File: src/rtl/wave_select_mux.sv
// Glitch-free waveform channel selector: switches channels only at a period
// boundary (or after a timeout) and inserts a mid-scale blank at each switch.
module wave_select_mux #(
  parameter int N            = 7,
  parameter int W            = 8,
  parameter int SELW         = 3,
  parameter int BLANK_CYCLES = 4,
  parameter int TIMEOUT      = 1023
) (
  input  logic            clk,
  input  logic            rst,
  input  logic [SELW-1:0] sel,
  input  logic [N*W-1:0]  din,
  input  logic            wrap_i,
  output logic [W-1:0]    dout,
  output logic [SELW-1:0] cur_sel,
  output logic            busy,
  output logic            sel_err
);

  localparam int TW = $clog2(TIMEOUT + 1);
  localparam int BW = (BLANK_CYCLES > 0) ? $clog2(BLANK_CYCLES + 1) : 1;
  localparam logic [TW-1:0]   T_LAST = TW'(TIMEOUT - 1);
  localparam logic [BW-1:0]   B_LAST = BW'((BLANK_CYCLES > 0) ? BLANK_CYCLES - 1 : 0);
  localparam logic [W-1:0]    MID    = W'(1) << (W - 1);
  localparam logic [SELW:0]   N_LIM  = (SELW + 1)'(N);

  typedef enum logic [1:0] {IDLE, PENDING, BLANK} state_t;

  state_t          state, state_nx;
  logic [SELW-1:0] s1, s2, pend_sel, pend_nx, cur_nx;
  logic [TW-1:0]   tcnt, tcnt_nx;
  logic [BW-1:0]   bcnt, bcnt_nx;
  logic [W-1:0]    dout_nx, cur_data, pend_data;
  logic            s2_ok;

  // N need not be a power of two, so widen by one bit before comparing.
  assign s2_ok = ({1'b0, s2} < N_LIM);

  always_comb begin
    cur_data  = '0;
    pend_data = '0;
    for (int unsigned k = 0; k < N; k++) begin
      if (cur_sel == SELW'(k))  cur_data  = din[k*W +: W];
      if (pend_sel == SELW'(k)) pend_data = din[k*W +: W];
    end
  end

  always_comb begin
    state_nx = state;
    pend_nx  = pend_sel;
    cur_nx   = cur_sel;
    tcnt_nx  = tcnt;
    bcnt_nx  = bcnt;
    dout_nx  = cur_data;
    case (state)
      IDLE: begin
        if (s2_ok && s2 != cur_sel) begin
          pend_nx  = s2;
          tcnt_nx  = '0;
          state_nx = PENDING;
        end
      end
      PENDING: begin
        tcnt_nx = tcnt + 1'b1;
        if (wrap_i || tcnt == T_LAST) begin
          cur_nx  = pend_sel;
          bcnt_nx = '0;
          if (BLANK_CYCLES > 0) begin
            dout_nx  = MID;
            state_nx = BLANK;
          end else begin
            dout_nx  = pend_data;
            state_nx = IDLE;
          end
        end else if (s2 == cur_sel) begin
          state_nx = IDLE;
        end else if (s2_ok && s2 != pend_sel) begin
          pend_nx = s2;
          tcnt_nx = '0;
        end
      end
      BLANK: begin
        dout_nx = MID;
        bcnt_nx = bcnt + 1'b1;
        if (bcnt == B_LAST) begin
          dout_nx  = cur_data;
          state_nx = IDLE;
        end
      end
      default: state_nx = IDLE;
    endcase
  end

  always_ff @(posedge clk or posedge rst) begin
    if (rst) begin
      s1       <= '0;
      s2       <= '0;
      state    <= IDLE;
      pend_sel <= '0;
      cur_sel  <= '0;
      tcnt     <= '0;
      bcnt     <= '0;
      dout     <= '0;
      busy     <= 1'b0;
      sel_err  <= 1'b0;
    end else begin
      s1       <= sel;
      s2       <= s1;
      state    <= state_nx;
      pend_sel <= pend_nx;
      cur_sel  <= cur_nx;
      tcnt     <= tcnt_nx;
      bcnt     <= bcnt_nx;
      dout     <= dout_nx;
      busy     <= (state_nx != IDLE);
      sel_err  <= !s2_ok;
    end
  end

endmodule

File: config.mk
export PLATFORM = sky130hd
export DESIGN_NAME = wave_select_mux
export DESIGN_NICKNAME = d
export VERILOG_FILES = /design/src/rtl/wave_select_mux.sv
export SDC_FILE = /design/constraint.sdc
export NUM_CORES = 1
export LEC_CHECK = 0
export CAP_MARGIN = 0
export CELL_PAD_IN_SITES_DETAIL_PLACEMENT = 0
export CELL_PAD_IN_SITES_GLOBAL_PLACEMENT = 1
export CORE_ASPECT_RATIO = 0.9
export CORE_MARGIN = 2
export CORE_UTILIZATION = 31
export CTS_CLUSTER_SIZE = 16
export DETAILED_ROUTE_END_ITERATION = 16
export PLACE_DENSITY = 0.77
export SYNTH_ARGS = -nofsm -noshare
export SYNTH_HDL_FRONTEND = slang
export SYNTH_SLANG_ARGS = --single-unit
File: constraint.sdc
create_clock -name clk -period 2.1 [get_ports clk]
set_input_delay 0.21 -clock clk [delete_from_list [all_inputs] [get_ports clk]]
set_output_delay 0.21 -clock clk [all_outputs]
set_load 0.02 [all_outputs]
### After elaboration in Yosys (flattened, before gate mapping)

Cells that the tools add are included.

* multiplexer cells: 27
* magnitude comparators: 1
* $add $sub $neg: 2
* reductions and logical operators: 13
* equal/unequal tests: 18

Operator list (count)
* $mux 8: 9
* $mux 10: 4
* $pmux 10 s2: 1
* $pmux 8 s2: 1
* $mux 3: 5
* $pmux 3 s2: 2
* $add 10x1->10 const B: 1
* $eq 10x10->1 const B: 1
* $ne 2x2->1 const B: 5
* $eq 3x2->1 const B: 3
* $eq 3x3->1 const B: 3
* $mux 2: 4
* $ne 3x3->1: 2
* $pmux 2 s3: 1
* $reduce_and 2->1: 3
* $reduce_bool 2->1: 3
* $reduce_and 5->1: 1
* $add 3x1->3 const B: 1
* $eq 3x1->1 const B: 1
* $eq 3x3->1: 1
* $logic_not 3->1: 1
* $lt 3x3->1 const B: 1
* $eq 2x1->1 const B: 1
* $eq 2x2->1 const B: 1
* other kinds (4): 5

* input port bits: 62
* output and inout port bits: 13
* bits in registers: 37
* word-level logic and storage cells: 71

### Longest topological paths before layout

Gate-level depths: netlist of the first run.

* word-level depth: 10
* gate-level depth with buffers: 9
* gate-level depth less buffers: 8

### Worst setup path before layout of the first run

No wires, ideal clock.

* path kind: reg-to-reg
* from: register tcnt[0]
* to: register pend_sel[0]
* buffers on the path: 0
* arrival time: 1.972 ns
* period minus slack after synthesis: 2.097 ns
* path slack: 0.003 ns
* setup time: 0.125 ns
* stages on the path, launching flop included: 9
* data required time: 1.975 ns
* path through: dfrtp_1 -> inv_1 -> ha_1 -> and4_1 -> a31oi_1 -> and2_1 -> nand3_2 -> mux2i_4 -> mux2_2

* longest elaborated chain between the ends: 4

Ends and longest elaborated chain
* start, declared: RTL line 32 `logic [TW-1:0] tcnt, tcnt_nx;`
* start signal, assigned: RTL line 113 `tcnt <= tcnt_nx;`
* $eq 10x10->1: RTL line 66 `if (wrap_i || tcnt == T_LAST) begin`
* $logic_or 1x1->1: RTL line 66
* $ne 2x2->1 (no source line)
* $reduce_and 5->1 (no source line)
* end signal, assigned: RTL line 111 `pend_sel <= pend_nx;`
* end, declared: RTL line 31 `logic [SELW-1:0] s1, s2, pend_sel, pend_nx, cur_nx;`

No other way between the ends.
A chain may end at the register's enable or synchronous reset.

### Worst setup path in the final report of the first run

* from: register s2[1]
* to: register tcnt[4]

* longest elaborated chain between the ends: 6
* elaborated cells between the ends (all ways): 12
* those cells by class: order compare: 1; eq/ne: 4; mux: 4; reduce/logical: 3

Ends and longest elaborated chain
* start, declared: RTL line 31
* start signal, assigned: RTL line 98 `s2 <= '0;`
* start signal, assigned: RTL line 109 `s2 <= s1;`
* $lt 3x3->1 or $ne 3x3->1 (tied branches): RTL line 38, 78
* $logic_and 1x1->1: RTL line 78 `end else if (s2_ok && s2 != pend_sel) begin`
* $mux 10: RTL line 78
* $mux 10: RTL line 76 `end else if (s2 == cur_sel) begin`
* $mux 10: RTL line 66
* $pmux 10 s2: RTL line 56 `case (state)`

Several ways; a longest one is shown, not always the timed one.

==> results of run 1 <==
[through the flow]
stage	utilization (%)	hold slack (ns)	cells
floorplan	-	0.2414	235
global placement	46.05	0.3333	412
detailed placement	46.05	0.3425	412
CTS	47.26	0.3488	420
global route	47.79	0.3617	423
finish	47.79	0.3316	423
[layer usage]
| layer | track usage (%) | vias up | wire length [um] |
|---|---|---|---|
| met5 | 0 | - | 0 |
| met4 | 3.162 | 0 | 17 |
| met3 | 4.657 | 3 | 380 |
| met2 | 26.31 | 58 | 2955 |
| met1 | 21.69 | 1057 | 2837 |
| li1 | - | 1060 | - |
[layout make-up]
cell class	count	area (sq um)	share of cell area [%]
Sequential cell	37	925.9	27.11
Inverter	8	30.03	0.8791
Tap cell	93	116.4	3.407
Clock inverter	3	17.52	0.5128
Multi-Input combinational cell	175	1294	37.88
Timing Repair Buffer	102	963.4	28.21
Clock buffer	5	68.82	2.015
[power breakdown]
part | total, mW | internal, mW | switching (mW) | leakage, nW
registers | 1.02 | 0.907 | 0.109 | 0.473
clock network | 0.483 | 0.229 | 0.254 | 0.0439
logic | 2.57 | 1.25 | 1.32 | 0.942
[critical path, stage by stage, from the launching register on]
cell and delay (ns):
dfrtp_1 0.41, or4_1 0.52, o221ai_2 0.10, a31oi_4 0.11
buf_4 0.17, nand3_2 0.10, a21bo_4 0.26, o41ai_2 0.26
[state kept, by name, summed over array words and instances, names as in the netlist, 2 cells and up]
| signal | count |
|---|---|
| pend_sel | 3 |
| state | 2 |
| s1 | 3 |
| tcnt | 10 |
| s2 | 3 |
| dout | 8 |
| bcnt | 3 |
| cur_sel | 3 |
[logic make-up (layout without fill, tap and decap cells)]
| family | Yosys count | after routing | share of synthesized area (%) |
|---|---|---|---|
| xor+xnor | 6 | 6 | 2.274 |
| simple gates | 73 | 73 | 15.49 |
| fa+ha+maj | 8 | 8 | 4.332 |
| compound gates | 72 | 72 | 24.91 |
| mux | 16 | 16 | 8.338 |
| flops | 37 | 37 | 40.07 |
| buf+inv | 23 | 118 | 4.602 |
[worst max path at each step]
stage,startpoint,end,cells after the start
detailed placement,s2[1],tcnt[4],7
global placement,s2[1],tcnt[4],7
CTS,s2[1],tcnt[4],7
global route,cur_sel[2],tcnt[8],8
finish,s2[1],tcnt[4],7
floorplan,tcnt[0],pend_sel[0],8
[synthesized netlist by cell type, types with 3 or more instances]
| cell type | instances | share of area, % |
|---|---|---|
| a21oi_1 | 13 | 2.8 |
| a22o_1 | 7 | 2.7 |
| a31oi_1 | 8 | 2.2 |
| and4_1 | 3 | 1.1 |
| buf_2 | 4 | 0.87 |
| clkbuf_1 | 7 | 1.1 |
| dfrtp_1 | 37 | 40 |
| ha_1 | 8 | 4.3 |
| inv_1 | 7 | 1.1 |
| mux2_2 | 6 | 2.9 |
| mux2i_1 | 8 | 3.5 |
| nand2_1 | 24 | 3.9 |
| nand2b_1 | 3 | 0.81 |
| nand3_1 | 7 | 1.5 |
| nor2_1 | 18 | 2.9 |
| nor2b_1 | 5 | 1.4 |
| o211a_1 | 7 | 3.0 |
| o21ai_0 | 8 | 1.7 |
| o21ai_1 | 3 | 0.65 |
| o221ai_1 | 7 | 2.7 |
| o31ai_1 | 5 | 1.6 |
| o41ai_2 | 3 | 2.1 |
| or3_1 | 4 | 1.1 |
| or4_1 | 3 | 0.97 |
| xnor2_1 | 6 | 2.3 |
[what timing repair did]
item | 4_1_cts | 5_1_grt
buffers inserted | 0 | 3
endpoints found under the setup margin | 0 | 5
gates resized for setup | 0 | 3
==> metrics.txt, run 1 <==
H-tree levels 2; Slew Limit Headroom 60.74%; Pwr Density 1192 nW/um^2; area grow syn2layout 47.81%; Worst R2R Start s2[1]; status complete, no violations; Port-buffer cells 74; total die area 8162 sq um; Die X 95.01 um; final WL 6.189 mm; Post-Layout Inst Area 3416 sq um; Starting Density 32.33%; first-pass GRT wire length 10.54 mm; crit path kind flip-flop to flip-flop; cell count after synthesis 235; Netlist cell types 47; maxcap violations 0; I/O pins 75; worst setup margin 0.07833 ns; Clock Skew 0.006128 ns; drt wl/cell 14.63 um; CTS tree built; Worst R2R Path Depth 7; sequential fraction of the synthesis area 40.06%; Worst Tran Pin Value 0.5878 ns; first drt pass iteration count 5; GR Overflow Total 0; pre-CTS setup slack 0.08283 ns; initial antenna violation count 0; CP max FO 6; peak supply drop 484.9 uV; r2r endpoint tcnt[4]; Leakage 1.458 nW; Post-synth ARST share 100.0%; largest net degree at the start of global routing 38; HPWL Detailed 4.844 mm; Worst Hold Class input pin to async pin; via count 2,178; NumNets Final 399; Req. time, crit path 2.29 ns; most common cell after layout, fill and taps aside clkdlybuf4s50_1; total CTS buffers 5; Antenna Nets Post-Route 0; core area 7148 sq um; GRT Total Usage 16.21%; cts hold-fix bufs 0; Fillers 662; DRC viols 0; final hold viol count 0; Final Setup Violations 0; commonest non-fill, non-tap cells in the layout 74 x clkdlybuf4s50_1, 37 x dfrtp_1, 27 x buf_4; Rows 29; fraction of layout cells with a size suffix above 1 16.97%; Post-synth EDFFs 0; Top FF cell, synth dfrtp_1; post-synthesis register bit count 37; Final Max Slew Viols 0; R2R setup slack 0.08 ns; Die H 85.91 um; Reg clk slew, reported paths 0.08 ns; # diodes 0; Synth Cell Area 2311 sq um; vias in the first global route 2,213; clock root cell clkbuf_8; post-synthesis area per instance 9.834 sq um; count of yosys warnings during synthesis 0; Final Power 4.072 mW; CP Capture Type flip-flop; clock sinks 37; Final period util 96.27%; Data arrival, critical path 2.21 ns; Cell Area, Placed 3292 sq um; unrepaired setup endpoints after global routing false; Via density 5.149; GP Congestion 0.8236; startpoint types flip-flop; Final TNS setup 0 ns; Period minus WS final 2.022 ns; clk buf depth 2; Syn Nets 305; Worst-Skew Late Latency 0.29 ns; fmax 494.6 MHz; starting DRC count in detailed routing 71
No activity file was read; power rests on OpenSTA's default activity.
==> run 2, diff against run 1 <==
==> config.mk (replaced) <==
export PLATFORM = sky130hd
export DESIGN_NAME = wave_select_mux
export DESIGN_NICKNAME = d
export VERILOG_FILES = /design/src/rtl/wave_select_mux.sv
export SDC_FILE = /design/constraint.sdc
export NUM_CORES = 1
export LEC_CHECK = 0
export CAP_MARGIN = 0
export CORE_ASPECT_RATIO = 0.9
export CORE_MARGIN = 2
export CORE_UTILIZATION = 40
export CTS_CLUSTER_SIZE = 16
export DETAILED_ROUTE_END_ITERATION = 16
export PLACE_DENSITY = 0.75
export SETUP_SLACK_MARGIN = 0.5
export SYNTH_ARGS = -nofsm -noshare
export SYNTH_HDL_FRONTEND = slang
export SYNTH_SLANG_ARGS = --single-unit
==> run 2 against run 1 <==
Clock-buffer cell count increased by 3. Sequential power up 6%. Largest cell class unchanged. Critical endpoint is now pend_sel[0]. Combinational power rose by 22%. Utilization is 19 points higher. First-iteration DRC count fell by 1.4%. Largest power group unchanged.
==> metrics.txt, run 2 (synthesized netlist as in run 1, its figures left out) <==
R2R setup slack 0.10 ns; Sw Ratio 41.44%; clock root cell clkbuf_8; first-pass GRT wire length 10.26 mm; CP max FO 8; vias in the first global route 2,252; fraction of layout cells with a size suffix above 1 30.86%; Clock Skew 0.009885 ns; Slew Limit Headroom 68.30%; fmax 500.5 MHz; Psw 1.953 mW; area grow syn2layout 62.32%; Leakage 1.571 nW; Final period util 95.15%; clk buf depth 2; design internal power 2.760 mW; Req. time, crit path 2.27 ns; Worst Tran Pin Value 0.4755 ns; max reg flops 10; Most flops, register tcnt; commonest non-fill, non-tap cells in the layout 72 x clkdlybuf4s50_1, 31 x dfrtp_1, 23 x buf_4; HPWL Detailed 4.429 mm; Data arrival, critical path 2.17 ns; via count 2,290; Die X 84.12 um; NumNets Final 406; final WL 6.495 mm; # diodes 0; Antenna Nets Post-Route 0; initial antenna violation count 0; startpoint types flip-flop; Die H 76.11 um; core area 5628 sq um; total die area 6402 sq um; Final Max Slew Viols 0; CP Capture Type flip-flop; GP Congestion 0.8533; Starting Density 41.06%; starting DRC count in detailed routing 70; Final TNS setup 0 ns; DRC viols 0; crit path kind flip-flop to flip-flop; Port-buffer cells 74; unrepaired setup endpoints after global routing true; most common cell after layout, fill and taps aside clkdlybuf4s50_1; CTS tree built; Worst R2R Path Depth 6; Worst-Skew Late Latency 0.29 ns; clock sinks 37; Period minus WS final 1.998 ns; GR Overflow Total 0; Rows 26; first drt pass iteration count 4; pre-CTS setup slack 0.05283 ns; H-tree levels 2; Top Registers tcnt x10, dout x8; Flop pwr share 22.8%; final hold viol count 0; worst setup margin 0.1019 ns; Via density 5.627; total CTS buffers 5; peak supply drop 712.1 uV; Final Setup Violations 0; Fillers 437; Worst R2R Start cur_sel[1]; combinational fraction of design power 66.4%; clock power share 10.8%; drt wl/cell 15.96 um; status complete, no violations; largest net degree at the start of global routing 38; Worst Hold Class input pin to async pin; r2r endpoint pend_sel[0]; WHS 0.3341 ns; Reg clk slew, reported paths 0.08 ns; GRT Total Usage 19.63%; Pwr Density 1256 nW/um^2; cts hold-fix bufs 0; maxcap violations 0; I/O pins 75
run 2: cell count changes in the layout (fill, tap and decap cells not counted), sizes merged:
cell	previous run	this run
clkdlybuf4s50	74	72
clkbuf	5	8
clkinv	3	1
dlygate4sd2	0	2
clkinvlp	1	0
buf	28	35
run 2: cell type report:
class	instances	area [sq um]	share of cell area [%]
multi-input combinational	175	1560	41.59
timing repair buffer	109	1050	27.99
sequential	37	933.4	24.88
clock buffer	8	90.09	2.402
tap	70	87.58	2.335
inverter	8	30.03	0.8005
run 2: worst max-delay path, stage by stage (launching register included):
cell and delay (ns):
dfrtp_2 0.48, nor2b_2 0.20, a32oi_4 0.29, buf_6 0.19
nand3_4 0.10, mux2i_4 0.25, mux2_2 0.37
run 2: routing by layer:
layer / track usage, % / part of all wire, % / up-vias
li1: - / - / 1074
met1: 22.53 / 38 / 1108
met2: 35.40 / 53 / 91
met3: 5.309 / 7.1 / 17
met4: 5.968 / 1.6 / 0
met5: 0 / 0 / -
run 2: repair_timing:
item	CTS	global route
resized for setup	33	34
setup buffers	15	6
pin swaps	17	12
cloned	0	1
endpoints found under the setup margin	32	31
run 2: worst max-delay path by stage:
| stage | from | endpoint | slack, ns | cells after the start |
|---|---|---|---|---|
| global placement | s2[2] | tcnt[6] | 0.16 | 7 |
| detailed placement | cur_sel[2] | tcnt[6] | 0.05 | 7 |
| floorplan | cur_sel[1] | tcnt[7] | 0.11 | 8 |
| global route | cur_sel[1] | pend_sel[1] | 0.03 | 7 |
| CTS | cur_sel[2] | pend_sel[0] | 0.15 | 7 |
| finish | cur_sel[1] | pend_sel[0] | 0.10 | 6 |
run 2: metrics by stage:
stage / cell area [sq um] / utilization [%] / instances / total power, mW
2_1_floorplan: 2372 / - / 235 / 2.712
3_3_place_gp: 3214 / 57.11 / 377 / 3.384
4_1_cts: 3546 / 63.01 / 400 / 4.337
6_report: 3751 / 66.65 / 407 / 4.713
5_1_grt: 3751 / 66.65 / 407 / 5.007
3_5_place_dp: 3214 / 57.11 / 377 / 3.418
run 2: power by group through the flow:
stage	Clock [mW]	Combinational, mW	Sequential [mW]
after floorplan	0	1.55	1.16
after global placement	0	2.31	1.08
after detailed placement	0	2.33	1.08
after CTS	0.511	2.76	1.06
after global routing	0.553	3.35	1.11
final	0.509	3.13	1.08
==> run 3, diff against run 2 <==
--- a/config.mk
+++ b/config.mk
@@ -11,7 +11,7 @@
 export CORE_UTILIZATION = 40
 export CTS_CLUSTER_SIZE = 16
 export DETAILED_ROUTE_END_ITERATION = 16
-export PLACE_DENSITY = 0.75
+export PLACE_DENSITY = 0.74
 export SETUP_SLACK_MARGIN = 0.5
 export SYNTH_ARGS = -nofsm -noshare
 export SYNTH_HDL_FRONTEND = slang
==> run 3 against run 2 <==
Setup slack improved by 0.0081 ns. Clock skew increased by 0.0012 ns. Global-route usage increased by 0.79 points. Fmax increased by 0.41%.
==> metrics.txt, run 3 (synthesized netlist as in run 1, its figures left out) <==
Pwr Density 1267 nW/um^2; maxcap violations 0; Clock Skew 0.01112 ns; peak supply drop 760.7 uV; initial antenna violation count 0; final hold viol count 0; Worst-Skew Late Latency 0.29 ns; Final period util 94.76%; area grow syn2layout 60.15%; CTS tree built; largest net degree at the start of global routing 38; Final Max Slew Viols 0; crit path kind flip-flop to flip-flop; status complete, no violations; CP Buf/Inv Count 1; fraction of layout cells with a size suffix above 1 28.57%; worst setup margin 0.1100 ns; NumNets Final 398; first drt pass iteration count 4; final WL 6.517 mm; Worst Tran Pin Value 0.4900 ns; starting DRC count in detailed routing 87; Leakage 1.558 nW; Worst R2R Start cur_sel[2]; Worst Hold Class input pin to async pin; r2r endpoint tcnt[6]; clock root cell clkbuf_8; Top Registers tcnt x10, dout x8; Final Setup Violations 0; first-pass GRT wire length 10.72 mm; clock sinks 37; Period minus WS final 1.990 ns; Slew Limit Headroom 67.34%; I/O pins 75; startpoint types flip-flop; Most flops, register tcnt; fmax 502.5 MHz; vias in the first global route 2,300; Via density 5.604; Starting Density 41.06%; CP cell instances or4_4, o221ai_4, a31oi_4, a31oi_4, buf_6, or4_4, a21oi_2; Data arrival, critical path 2.21 ns; GP Congestion 0.8762; CP peak stage delay 0.47 ns; total die area 6402 sq um; commonest non-fill, non-tap cells in the layout 71 x clkdlybuf4s50_1, 32 x dfrtp_1, 21 x nand2_1; most common cell after layout, fill and taps aside clkdlybuf4s50_1; pre-CTS setup slack 0.09365 ns; Final Util 65.76%; Die H 76.11 um; CP max FO 6; HPWL Detailed 4.590 mm; Die X 84.12 um; # diodes 0; total CTS buffers 5; Non-Filler Instances 399; Antenna Nets Post-Route 0; Final TNS setup 0 ns; unrepaired setup endpoints after global routing true; clk buf depth 2; Rows 26; Port-buffer cells 74; H-tree levels 2; DP Cell Count 378; CP Capture Type flip-flop; R2R setup slack 0.11 ns; core area 5628 sq um; Req. time, crit path 2.32 ns; GRT Total Usage 20.42%; Top delay family on crit path compound AO/OA/AOI/OAI gates; Reg clk slew, reported paths 0.08 ns; DRC viols 0; max reg flops 10; GR Overflow Total 0; drt wl/cell 16.33 um; Crit-path slowest cell or4_4; Worst R2R Path Depth 7; via count 2,236
-- run 3: cell count changes in the layout (fill, tap and decap cells not counted), moves of 2 or more --
cell,before,now
mux2_4,3,6
mux2_2,3,0
o31ai_2,2,0
buf_6,11,5
nand2_2,5,2
o21ai_1,3,1
nand2_1,18,21
a31oi_1,4,6
buf_4,23,20
-- run 3: worst max-delay path by stage --
stage	startpoint	to	slack (ns)	depth (start not counted)
after global routing	cur_sel[2]	tcnt[6]	0.06	7
after detailed placement	s2[2]	tcnt[6]	0.09	7
after global placement	s2[2]	tcnt[8]	0.17	7
final	cur_sel[2]	tcnt[6]	0.11	7
after CTS	cur_sel[2]	tcnt[8]	0.18	7
after floorplan	cur_sel[1]	tcnt[7]	0.11	8
-- run 3: repair_timing --
| item | CTS | global route |
|---|---|---|
| hold buffers | 0 | 0 |
| setup buffers | 9 | 3 |
| hold endpoints to repair | 0 | 0 |
| cloned | 1 | 0 |
| resized for setup | 39 | 29 |
| pin swaps | 13 | 29 |
| setup endpoints to repair | 32 | 33 |
-- run 3: tightest hold or removal path: cells and delay by family --
kind     cells  cell delay, ns
buf+inv      3            0.87
-- run 3: final cells by class --
| class | instances | area (sq um) |
|---|---|---|
| clock buffers | 7 | 86.33 |
| clock inverters | 1 | 30.03 |
| fillers | 443 | 1927 |
| inverters | 8 | 30.03 |
| multi-input cells | 175 | 1556 |
| flip-flops and latches | 37 | 932.1 |
| well taps | 70 | 87.58 |
| repair buffers | 101 | 978.4 |
-- run 3: metrics by stage --
stage	hold WS (ns)	instance area (sq um)	power (mW)
final	0.3410	3701	4.687
after global routing	0.3446	3701	4.990
after CTS	0.3459	3543	4.403
after detailed placement	0.3379	3222	3.447
after global placement	0.3360	3222	3.386
after floorplan	0.2414	2372	2.712
-- run 3: power by group --
part	total [mW]	switching [mW]	internal [mW]
clock network	0.639	0.251	0.387
registers	1.06	0.149	0.914
logic	2.99	1.52	1.46
-- run 3: routing by layer --
layer	wire length, um	up-vias	GRT usage, %
li1	-	1064	-
met1	2546	1097	24.29
met2	3538	71	35.79
met3	399	4	6.717
met4	32	0	4.516
met5	0	-	0
